## config.mk

```make
export PLATFORM = sky130hd
export DESIGN_NAME = ad7680_sample_ctrl_flat
export DESIGN_NICKNAME = d
export VERILOG_FILES = /design/src/rtl/ad7680_sample_ctrl_if.sv /design/src/rtl/ad7680_sample_ctrl.sv /design/src/flat_wrapper.sv
export SDC_FILE = /design/constraint.sdc
export NUM_CORES = 1
export LEC_CHECK = 0
export BUFFER_PORTS_ARGS = -buffer_cell sky130_fd_sc_hd__buf_2
export CORE_ASPECT_RATIO = 0.6
export CORE_MARGIN = 5
export CORE_UTILIZATION = 40
export CTS_BUF_LIST = sky130_fd_sc_hd__clkbuf_16
export CTS_CLUSTER_DIAMETER = 200
export DETAILED_ROUTE_END_ITERATION = 8
export SLEW_MARGIN = 0
export SYNTH_ARGS = -nofsm -noshare
export SYNTH_HDL_FRONTEND = slang
export SYNTH_SLANG_ARGS = --single-unit
export TNS_END_PERCENT = 5
```

## constraint.sdc

```tcl
create_clock -name clk -period 2.3 [get_ports clk]
set_input_delay 0.23 -clock clk [delete_from_list [all_inputs] [get_ports clk]]
set_output_delay 0.23 -clock clk [all_outputs]
set_load 0.005 [all_outputs]
```

## src/rtl/ad7680_sample_ctrl_if.sv

```systemverilog
// Handshake between the sample controller and the AD7680 SPI front end.
// The controller raises adc_rd_en; the front end returns one word with a one-cycle strobe.
interface ad7680_sample_ctrl_if;
  logic        adc_rd_en;
  logic        adc_data_en;
  logic [15:0] adc_data;

  modport master (output adc_rd_en, input adc_data_en, input adc_data);
  modport slave  (input adc_rd_en, output adc_data_en, output adc_data);
endinterface

```

## src/rtl/ad7680_sample_ctrl.sv

```systemverilog
// Periodic AD7680 conversion sequencer with transaction timeout, per-sample output
// and a 2^AVG_LOG2 boxcar average, plus sticky timeout/overrun flags.
module ad7680_sample_ctrl #(
  parameter int TRIG_PERIOD = 2000,
  parameter int RD_PULSE_W  = 4,
  parameter int TIMEOUT     = 1500,
  parameter int AVG_LOG2    = 4
) (
  input  logic                 clk,
  input  logic                 rst_n,
  input  logic                 i_enable,
  input  logic                 i_err_clr,
  ad7680_sample_ctrl_if.master adc,
  output logic                 o_sample_valid,
  output logic [15:0]          o_sample_data,
  output logic                 o_avg_valid,
  output logic [15:0]          o_avg_data,
  output logic [15:0]          o_sample_cnt,
  output logic                 o_timeout_err,
  output logic                 o_overrun_err
);
  localparam int PER_W = $clog2(TRIG_PERIOD);
  localparam int PUL_W = (RD_PULSE_W > 1) ? $clog2(RD_PULSE_W) : 1;
  localparam int WT_W  = (TIMEOUT > 1) ? $clog2(TIMEOUT) : 1;
  localparam int ACC_W = 16 + AVG_LOG2;
  localparam int N_W   = AVG_LOG2 + 1;
  localparam logic [PER_W-1:0] PER_LAST = PER_W'(TRIG_PERIOD - 1);
  localparam logic [PUL_W-1:0] PUL_LAST = PUL_W'(RD_PULSE_W - 1);
  localparam logic [WT_W-1:0]  WT_LAST  = WT_W'(TIMEOUT - 1);
  localparam logic [N_W-1:0]   N_LAST   = N_W'((1 << AVG_LOG2) - 1);

  typedef enum logic [1:0] {
    S_IDLE = 2'd0,
    S_TRIG = 2'd1,
    S_WAIT = 2'd2
  } state_t;

  state_t             r_state;
  state_t             w_state_nxt;
  logic [PER_W-1:0]   r_per_cnt;
  logic [PUL_W-1:0]   r_pul_cnt;
  logic [WT_W-1:0]    r_wait_cnt;
  logic [ACC_W-1:0]   r_acc;
  logic [N_W-1:0]     r_n;
  logic               r_rd_en;
  logic               r_sample_valid;
  logic [15:0]        r_sample_data;
  logic               r_avg_valid;
  logic [15:0]        r_avg_data;
  logic [15:0]        r_sample_cnt;
  logic               r_timeout_err;
  logic               r_overrun_err;
  logic               w_tick;
  logic               w_accept;
  logic               w_timeout;
  logic               w_overrun;
  logic               w_avg_last;
  logic [ACC_W-1:0]   w_acc_sum;
  logic [ACC_W-1:0]   w_avg_shift;

  assign w_tick      = i_enable && (r_per_cnt == PER_LAST);
  assign w_overrun   = w_tick && (r_state != S_IDLE);
  assign w_avg_last  = (r_n == N_LAST);
  assign w_acc_sum   = r_acc + ACC_W'(adc.adc_data);
  assign w_avg_shift = w_acc_sum >> AVG_LOG2;

  // Period counter: held at zero while disabled, free-running otherwise
  always_ff @(posedge clk) begin
    if (!rst_n) begin
      r_per_cnt <= {PER_W{1'b0}};
    end else if (!i_enable || (r_per_cnt == PER_LAST)) begin
      r_per_cnt <= {PER_W{1'b0}};
    end else begin
      r_per_cnt <= r_per_cnt + PER_W'(1);
    end
  end

  // Next-state logic; dropping enable abandons whatever transaction is pending
  always_comb begin
    w_state_nxt = r_state;
    w_accept    = 1'b0;
    w_timeout   = 1'b0;
    case (r_state)
      S_IDLE: begin
        if (w_tick) w_state_nxt = S_TRIG;
        else        w_state_nxt = S_IDLE;
      end
      S_TRIG: begin
        if (!i_enable)                   w_state_nxt = S_IDLE;
        else if (r_pul_cnt == PUL_LAST)  w_state_nxt = S_WAIT;
        else                             w_state_nxt = S_TRIG;
      end
      S_WAIT: begin
        if (!i_enable) begin
          w_state_nxt = S_IDLE;
        end else if (adc.adc_data_en) begin
          w_accept    = 1'b1;
          w_state_nxt = S_IDLE;
        end else if (r_wait_cnt == WT_LAST) begin
          w_timeout   = 1'b1;
          w_state_nxt = S_IDLE;
        end else begin
          w_state_nxt = S_WAIT;
        end
      end
      default: w_state_nxt = S_IDLE;
    endcase
  end

  // State register, request pulse and in-state cycle counters
  always_ff @(posedge clk) begin
    if (!rst_n) begin
      r_state    <= S_IDLE;
      r_rd_en    <= 1'b0;
      r_pul_cnt  <= {PUL_W{1'b0}};
      r_wait_cnt <= {WT_W{1'b0}};
    end else begin
      r_state <= w_state_nxt;
      r_rd_en <= (w_state_nxt == S_TRIG);
      if ((r_state == S_TRIG) && (w_state_nxt == S_TRIG)) r_pul_cnt <= r_pul_cnt + PUL_W'(1);
      else                                              r_pul_cnt <= {PUL_W{1'b0}};
      if ((r_state == S_WAIT) && (w_state_nxt == S_WAIT)) r_wait_cnt <= r_wait_cnt + WT_W'(1);
      else                                              r_wait_cnt <= {WT_W{1'b0}};
    end
  end

  // Sample capture and boxcar accumulation; the accumulator is sized so a full block cannot overflow
  always_ff @(posedge clk) begin
    if (!rst_n) begin
      r_sample_valid <= 1'b0;
      r_avg_valid    <= 1'b0;
      r_sample_data  <= 16'h0000;
      r_avg_data     <= 16'h0000;
      r_sample_cnt   <= 16'h0000;
      r_acc          <= {ACC_W{1'b0}};
      r_n            <= {N_W{1'b0}};
    end else begin
      r_sample_valid <= w_accept;
      r_avg_valid    <= w_accept && w_avg_last;
      if (!i_enable) begin
        r_acc <= {ACC_W{1'b0}};
        r_n   <= {N_W{1'b0}};
      end else if (w_accept) begin
        r_sample_data <= adc.adc_data;
        r_sample_cnt  <= r_sample_cnt + 16'd1;
        if (w_avg_last) begin
          r_avg_data <= w_avg_shift[15:0];
          r_acc      <= {ACC_W{1'b0}};
          r_n        <= {N_W{1'b0}};
        end else begin
          r_acc <= w_acc_sum;
          r_n   <= r_n + N_W'(1);
        end
      end
    end
  end

  // Sticky error flags; a new event outranks a simultaneous clear
  always_ff @(posedge clk) begin
    if (!rst_n) begin
      r_timeout_err <= 1'b0;
      r_overrun_err <= 1'b0;
    end else begin
      if (w_timeout)      r_timeout_err <= 1'b1;
      else if (i_err_clr) r_timeout_err <= 1'b0;
      if (w_overrun)      r_overrun_err <= 1'b1;
      else if (i_err_clr) r_overrun_err <= 1'b0;
    end
  end

  assign adc.adc_rd_en   = r_rd_en;
  assign o_sample_valid  = r_sample_valid;
  assign o_sample_data   = r_sample_data;
  assign o_avg_valid     = r_avg_valid;
  assign o_avg_data      = r_avg_data;
  assign o_sample_cnt    = r_sample_cnt;
  assign o_timeout_err   = r_timeout_err;
  assign o_overrun_err   = r_overrun_err;
endmodule

```

## src/flat_wrapper.sv

```systemverilog
// flat-port wrapper written by rule: the top's interface ports become plain ports
module ad7680_sample_ctrl_flat 
#(
  parameter int TRIG_PERIOD = 2000,
  parameter int RD_PULSE_W  = 4,
  parameter int TIMEOUT     = 1500,
  parameter int AVG_LOG2    = 4
)
  (clk, rst_n, i_enable, i_err_clr, o_sample_valid, o_sample_data, o_avg_valid, o_avg_data, o_sample_cnt, o_timeout_err, o_overrun_err, adc_adc_rd_en, adc_adc_data_en, adc_adc_data);
  ad7680_sample_ctrl_if adc_i ();
  input  logic clk;
  input  logic rst_n;
  input  logic i_enable;
  input  logic i_err_clr;
  output logic o_sample_valid;
  output logic [15:0] o_sample_data;
  output logic o_avg_valid;
  output logic [15:0] o_avg_data;
  output logic [15:0] o_sample_cnt;
  output logic o_timeout_err;
  output logic o_overrun_err;
  output wire logic [$bits(adc_i.adc_rd_en)-1:0] adc_adc_rd_en;
  input wire logic [$bits(adc_i.adc_data_en)-1:0] adc_adc_data_en;
  input wire logic [$bits(adc_i.adc_data)-1:0] adc_adc_data;
  assign adc_adc_rd_en = adc_i.adc_rd_en;
  assign adc_i.adc_data_en = adc_adc_data_en;
  assign adc_i.adc_data = adc_adc_data;
  ad7680_sample_ctrl #(.TRIG_PERIOD(TRIG_PERIOD), .RD_PULSE_W(RD_PULSE_W), .TIMEOUT(TIMEOUT), .AVG_LOG2(AVG_LOG2)) u_core (.clk(clk), .rst_n(rst_n), .i_enable(i_enable), .i_err_clr(i_err_clr), .adc(adc_i), .o_sample_valid(o_sample_valid), .o_sample_data(o_sample_data), .o_avg_valid(o_avg_valid), .o_avg_data(o_avg_data), .o_sample_cnt(o_sample_cnt), .o_timeout_err(o_timeout_err), .o_overrun_err(o_overrun_err));
endmodule
```

== Word level (Yosys, flattened, before mapping) ==
Cells that the tools add are included.

* Add/subtract/negate cells: 6
* Muxes and demuxes: 19
* Reductions and logical operators: 17
* Bitwise operators: 1
* Equality and inequality tests: 8

{| class="wikitable"
|+ Operator list
! kind !! number
|-
| 11-bit by 1-bit adder with 11-bit output (second input constant) || 2
|-
| 11-bit equality test (second input constant) || 2
|-
| 20-bit by 16-bit adder with 20-bit output || 1
|-
| 20-bit two-way mux || 1
|-
| 16-bit by 1-bit adder with 16-bit output (second input constant) || 1
|-
| 1-bit two-way mux || 11
|-
| 2-bit two-way mux || 5
|-
| 2-bit AND reduction || 4
|-
| 2-bit equality test (second input constant) || 3
|-
| 2-bit case mux with 3 select lines || 1
|-
| 2-bit nonzero test || 3
|-
| 5-bit by 1-bit adder with 5-bit output (second input constant) || 1
|-
| 5-bit by 4-bit equality test with 1-bit output (second input constant) || 1
|-
| 1-bit logical AND || 5
|-
| 5-bit two-way mux || 1
|-
| 2-bit by 1-bit equality test with 1-bit output (second input constant) || 2
|-
| 3-bit AND reduction || 1
|-
| 2-bit by 1-bit adder with 2-bit output (second input constant) || 1
|-
| 2-bit zero test || 1
|-
| 2-bit OR reduction || 1
|-
| 1-bit zero test || 1
|-
| 1-bit logical OR || 1
|-
| 1-bit inverter || 1
|}

* Output and inout port bits: 53
* Word-level logic and storage cells: 65
* Input port bits: 21
* Register bits after elaboration: 104

== Logic depth before layout (Yosys ltp) ==
* Depth after elaboration: 8
* Mapped depth: 9
* Gate-level depth less buffers: 9

== Worst setup path before layout ==
No wires, ideal clock.

* Path kind: register to register
* Start: register u_core.r_acc[0]
* End: register u_core.r_avg_data[14] (netlist: u_core.o_avg_data[14])
* Stages on the path, launching flop included: 10
* Path slack: 154 ps
* Period minus slack after synthesis: 2,146 ps
* Library setup time: 74 ps
* Data arrival time: 2,072 ps
* Data required time: 2,226 ps
* Path buffers: 0
* Cell sequence: dfxtp_1 -> ha_1 -> inv_1 -> fa_1 -> nor2b_1 -> o211ai_1 -> a21oi_2 -> a21oi_2 -> or3_1 -> a31oi_1

* Longest elaborated chain between the ends: 1

{| class="wikitable"
|+ Ends and longest elaborated chain
! item !! line !! text
|-
| start: declaration || ad7680_sample_ctrl.sv:43 || <nowiki>logic [ACC_W-1:0] r_acc;</nowiki>
|-
| start signal: assignment || ad7680_sample_ctrl.sv:135 || <nowiki>r_acc <= {ACC_W{1'b0}};</nowiki>
|-
| start signal: assignment || ad7680_sample_ctrl.sv:141 || <nowiki>r_acc <= {ACC_W{1'b0}};</nowiki>
|-
| start signal: assignment || ad7680_sample_ctrl.sv:148 || <nowiki>r_acc <= {ACC_W{1'b0}};</nowiki>
|-
| 20-bit by 16-bit adder with 20-bit output || ad7680_sample_ctrl.sv:64 || <nowiki>assign w_acc_sum = r_acc + ACC_W'(adc.adc_data);</nowiki>
|-
| end signal: assignment || ad7680_sample_ctrl.sv:147 || <nowiki>r_avg_data <= w_avg_shift[15:0];</nowiki>
|-
| end: declaration || ad7680_sample_ctrl.sv:49 || <nowiki>logic [15:0] r_avg_data;</nowiki>
|}

Every way passes these cells.
A chain may end at the register's enable or synchronous reset.

== Worst setup path after layout ==
* Start: register u_core.r_acc[10]
* End: register u_core.r_acc[19]

* Longest elaborated chain between the ends: 2

{| class="wikitable"
|+ Ends and longest elaborated chain
! item !! line !! text
|-
| 20-bit by 16-bit adder with 20-bit output || ad7680_sample_ctrl.sv:64 ||
|-
| 20-bit two-way mux || ad7680_sample_ctrl.sv:146 || <nowiki>if (w_avg_last) begin</nowiki>
|}

Every way passes these cells.

==> summary.txt <==
Pwr
  – Share of power burned in registers: a little over half
  – Comb pwr share: between 4 and 5%
  – Cell internal pwr: approximately 2.6 mW
  – Clock power frac: between 40% and 50%
  – Switching Fraction: a little under a quarter
  – Sw Pwr: around 0.76 mW
  – Max VDD drop: between 0.3 and 0.4 mV
  – Leakage Power: 2.40 nW
  – Pwr/cell area: 571 nW/um2

Timing
  – Max Freq: between 400 and 500 MHz
  – Clk_skew: 0.00872 ns
  – Slew Limit Headroom: between 60 and 70%
  – Final Cycle Share: roughly 95%
  – PnR worst setup slack: between 0.1 and 0.15 ns
  – Setup violators final: 0
  – Tmin final: between 2 and 2.5 ns
  – Final Max Tran Viols: 0
  – Hold Vio Cnt, Final: 0
  – Worst-margin pin slew: 0.546 ns
  – Hold_ws: 0.147 ns
  – Unrepaired setup endpoints after global routing: yes

Worst setup path
  – Reg2reg start: u_core.r_acc[10]
  – Max stage delay on crit path: 0.48 ns
  – CP startpoint: u_core.r_acc[10]
  – Setup CP Type: register to register
  – Delay-heaviest family, CP: simple AND/OR/NAND/NOR gates
  – Worst Path Arrival: approximately 2.5 ns
  – Number of buffers and inverters on the critical path: 0
  – Crit-path cells: ha_1, and4_2, nand2_1, o211a_4, or4_1, a31oi_1
  – Slowest cell on crit path: or4_1
  – Crit path capture type: register
  – Worst Setup Start Kind: register
  – Worst EP required: 2.56 ns
  – Worst Path Max Fanout: 8

Global route
  – Total gr overflow: 0
  – Number of global-route vias before repair: ~4,100
  – Initial antenna violation count: 0
  – Largest net degree at the start of global routing: 41
  – Global-route wire length before repair: 20,200 um
  – GRT Util Overall: between 10% and 20%

Clock tree
  – H-tree Lvls: 3
  – Inserted Clock Buffers: 9
  – CTS tree: done
  – Clock transition at path regs: 0.07 ns
  – Post-CTS Setup Inserts: 0
  – Clk Latency, worst-skew pair: approximately 0.34 ns
  – Root Buffer: clkbuf_16
  – CTS max path bufs: 2
  – Clock sinks: approximately 100
  – Post-CTS resize count: 0
  – # hold bufs at CTS: 0

Drt
  – Final wirelength: around 12,000 um
  – # DRC: 0
  – Drt initial violations: between 200 and 250
  – Vias: 4,331
  – WL/cell: between 10 and 15 um
  – DRT Pass-1 Iters: 5
  – Routed Antenna Nets: 0
  – Vias/cell: between 5 and 6

Run status
  – Outcome: finished clean

Synthesis
  – Synth Flop Type: dfxtp_1
  – Total of warnings raised by yosys: 0
  – Synth Area per Inst: between 8 and 9 um2
  – Mapped Cells: 579
  – Number of synthesized flops with an enable pin: 0
  – #FFs+latches synth: between 100 and 150
  – Synth cell types: 60
  – Async S/R FF share, synth: 0%
  – Syn_nets: 622
  – Post-Syn Area: roughly 5000 um2
  – Sequential-to-total area share from yosys stat: between 40% and 50%

Place
  – Placement Setup Slack: about 0.044 ns
  – Final RePlAce weighted congestion: around 0.81
  – Dpl hpwl: 9080 um
  – Placed Cells: roughly 810
  – Buffers on Ports: 73

Floorplanning
  – Ports: 74
  – Die area: roughly 15,000 um2
  – Die width: ~150 um
  – Core ar.: 12,100 um2
  – Die height: between 90 and 100 um
  – Row Count: 31
  – Starting density of the core: between 40% and 50%

Final layout
  – Most common cell after layout, fill and taps aside: dfxtp_1
  – Layout cells sized above 1: 18.9%
  – Filler cell count: between 1,000 and 1,500
  – Fin cells: slightly above 800
  – Final cell utilization of the core: between 40 and 50%
  – Multi-input gate area: 2730 um2
  – Synthesis-to-finish area growth: 18.0%
  – ANT cells: 0
  – Most frequent cells in the layout: 103 x dfxtp_1, 89 x nand2_1, 73 x buf_2
  – Seq. cell area: around 2100 um2
  – Final Net Count: approximately 700

Flow run
  – Maxcap violations: 0

Min path
  – HP Class: input port to register
  – Hold wc startpoint: adc_adc_data[12]
[cells by family (layout without fill, tap and decap cells)]
family	after synthesis	after routing	synth area share (%)
fa+ha+maj	22	22	5.69
mux	3	3	0.629
compound gates	123	123	17.1
flops	104	104	41.9
buf+inv	41	122	3.25
xor+xnor	43	43	7.58
simple gates	243	243	23.9
[state kept, by name, summed over array words and instances, names as in the netlist]
register,count
u_core.o_avg_data,16
u_core.adc.adc_rd_en,1
u_core.r_wait_cnt,11
u_core.o_timeout_err,1
u_core.o_avg_valid,1
u_core.r_pul_cnt,2
u_core.r_state,2
u_core.r_n,5
u_core.o_overrun_err,1
u_core.r_acc,20
u_core.r_per_cnt,11
u_core.o_sample_valid,1
u_core.o_sample_data,16
u_core.o_sample_cnt,16
[tightest hold or removal path, cell delays in order]
cell	delay (ns)
buf_2	0.11
nand2_1	0.04
a21boi_0	0.06
[layer usage]
metal | track usage, % | vias up | share of wire [%]
met3 | 5.21 | 4 | 7.2
met4 | 3.75 | 0 | 0.36
met5 | 0 | - | 0
met1 | 24.4 | 2038 | 52
met2 | 24.7 | 115 | 40
li1 | - | 2174 | -
[path summary, 6_finish.rpt]
kind	to	slack, ns	cells after the start
setup / recovery	u_core.r_acc[19]	0.11	6
hold / removal	u_core.o_sample_data[12]	0.15	3
setup reg to reg	u_core.r_acc[19]	0.11	6
hold reg to reg	u_core.r_wait_cnt[0]	0.44	1
[stage by stage]
step | total power, mW | cell area (um2) | setup TNS (ns)
floorplan | 1.93 | 4970 | 0
global placement | 1.98 | 5590 | 0
detailed placement | 1.98 | 5590 | 0
CTS | 3.40 | 5860 | 0
global route | 3.47 | 5870 | -0.0153
finish | 3.35 | 5870 | 0
[power by group through the flow]
| stage | clock network (mW) | logic, mW | registers (mW) |
|---|---|---|---|
| final | 1.41 | 0.140 | 1.80 |
| after global routing | 1.52 | 0.156 | 1.80 |
| after CTS | 1.46 | 0.139 | 1.80 |
| after detailed placement | 0 | 0.138 | 1.84 |
| after global placement | 0 | 0.136 | 1.84 |
| after floorplan | 0 | 0.0819 | 1.84 |
[Yosys cell counts, drive strengths merged, types with 7 or more instances]
cell type / n / area (um2)
xor2: 19 / 166
nand2: 89 / 334
nand3: 30 / 150
and2: 19 / 119
clkbuf: 22 / 86.3
nand4: 11 / 68.8
nor2b: 7 / 51.3
dfxtp: 104 / 2080
a21oi: 22 / 118
a21boi: 22 / 165
xnor2: 24 / 210
and3: 13 / 81.3
a31oi: 8 / 50.1
nor2: 44 / 165
inv: 14 / 52.6
o21ai: 23 / 119
ha: 21 / 263
[cell type report]
class                           instances  area share (%)
Inverter                               14           0.896
Tap cell                              165            3.52
Multi-Input combinational cell        434            46.6
Timing Repair Buffer                   92            8.87
Clock inverter                          7           0.789
Clock buffer                            9            3.84
Sequential cell                       104            35.5
Power figures use the tool's default switching activity.
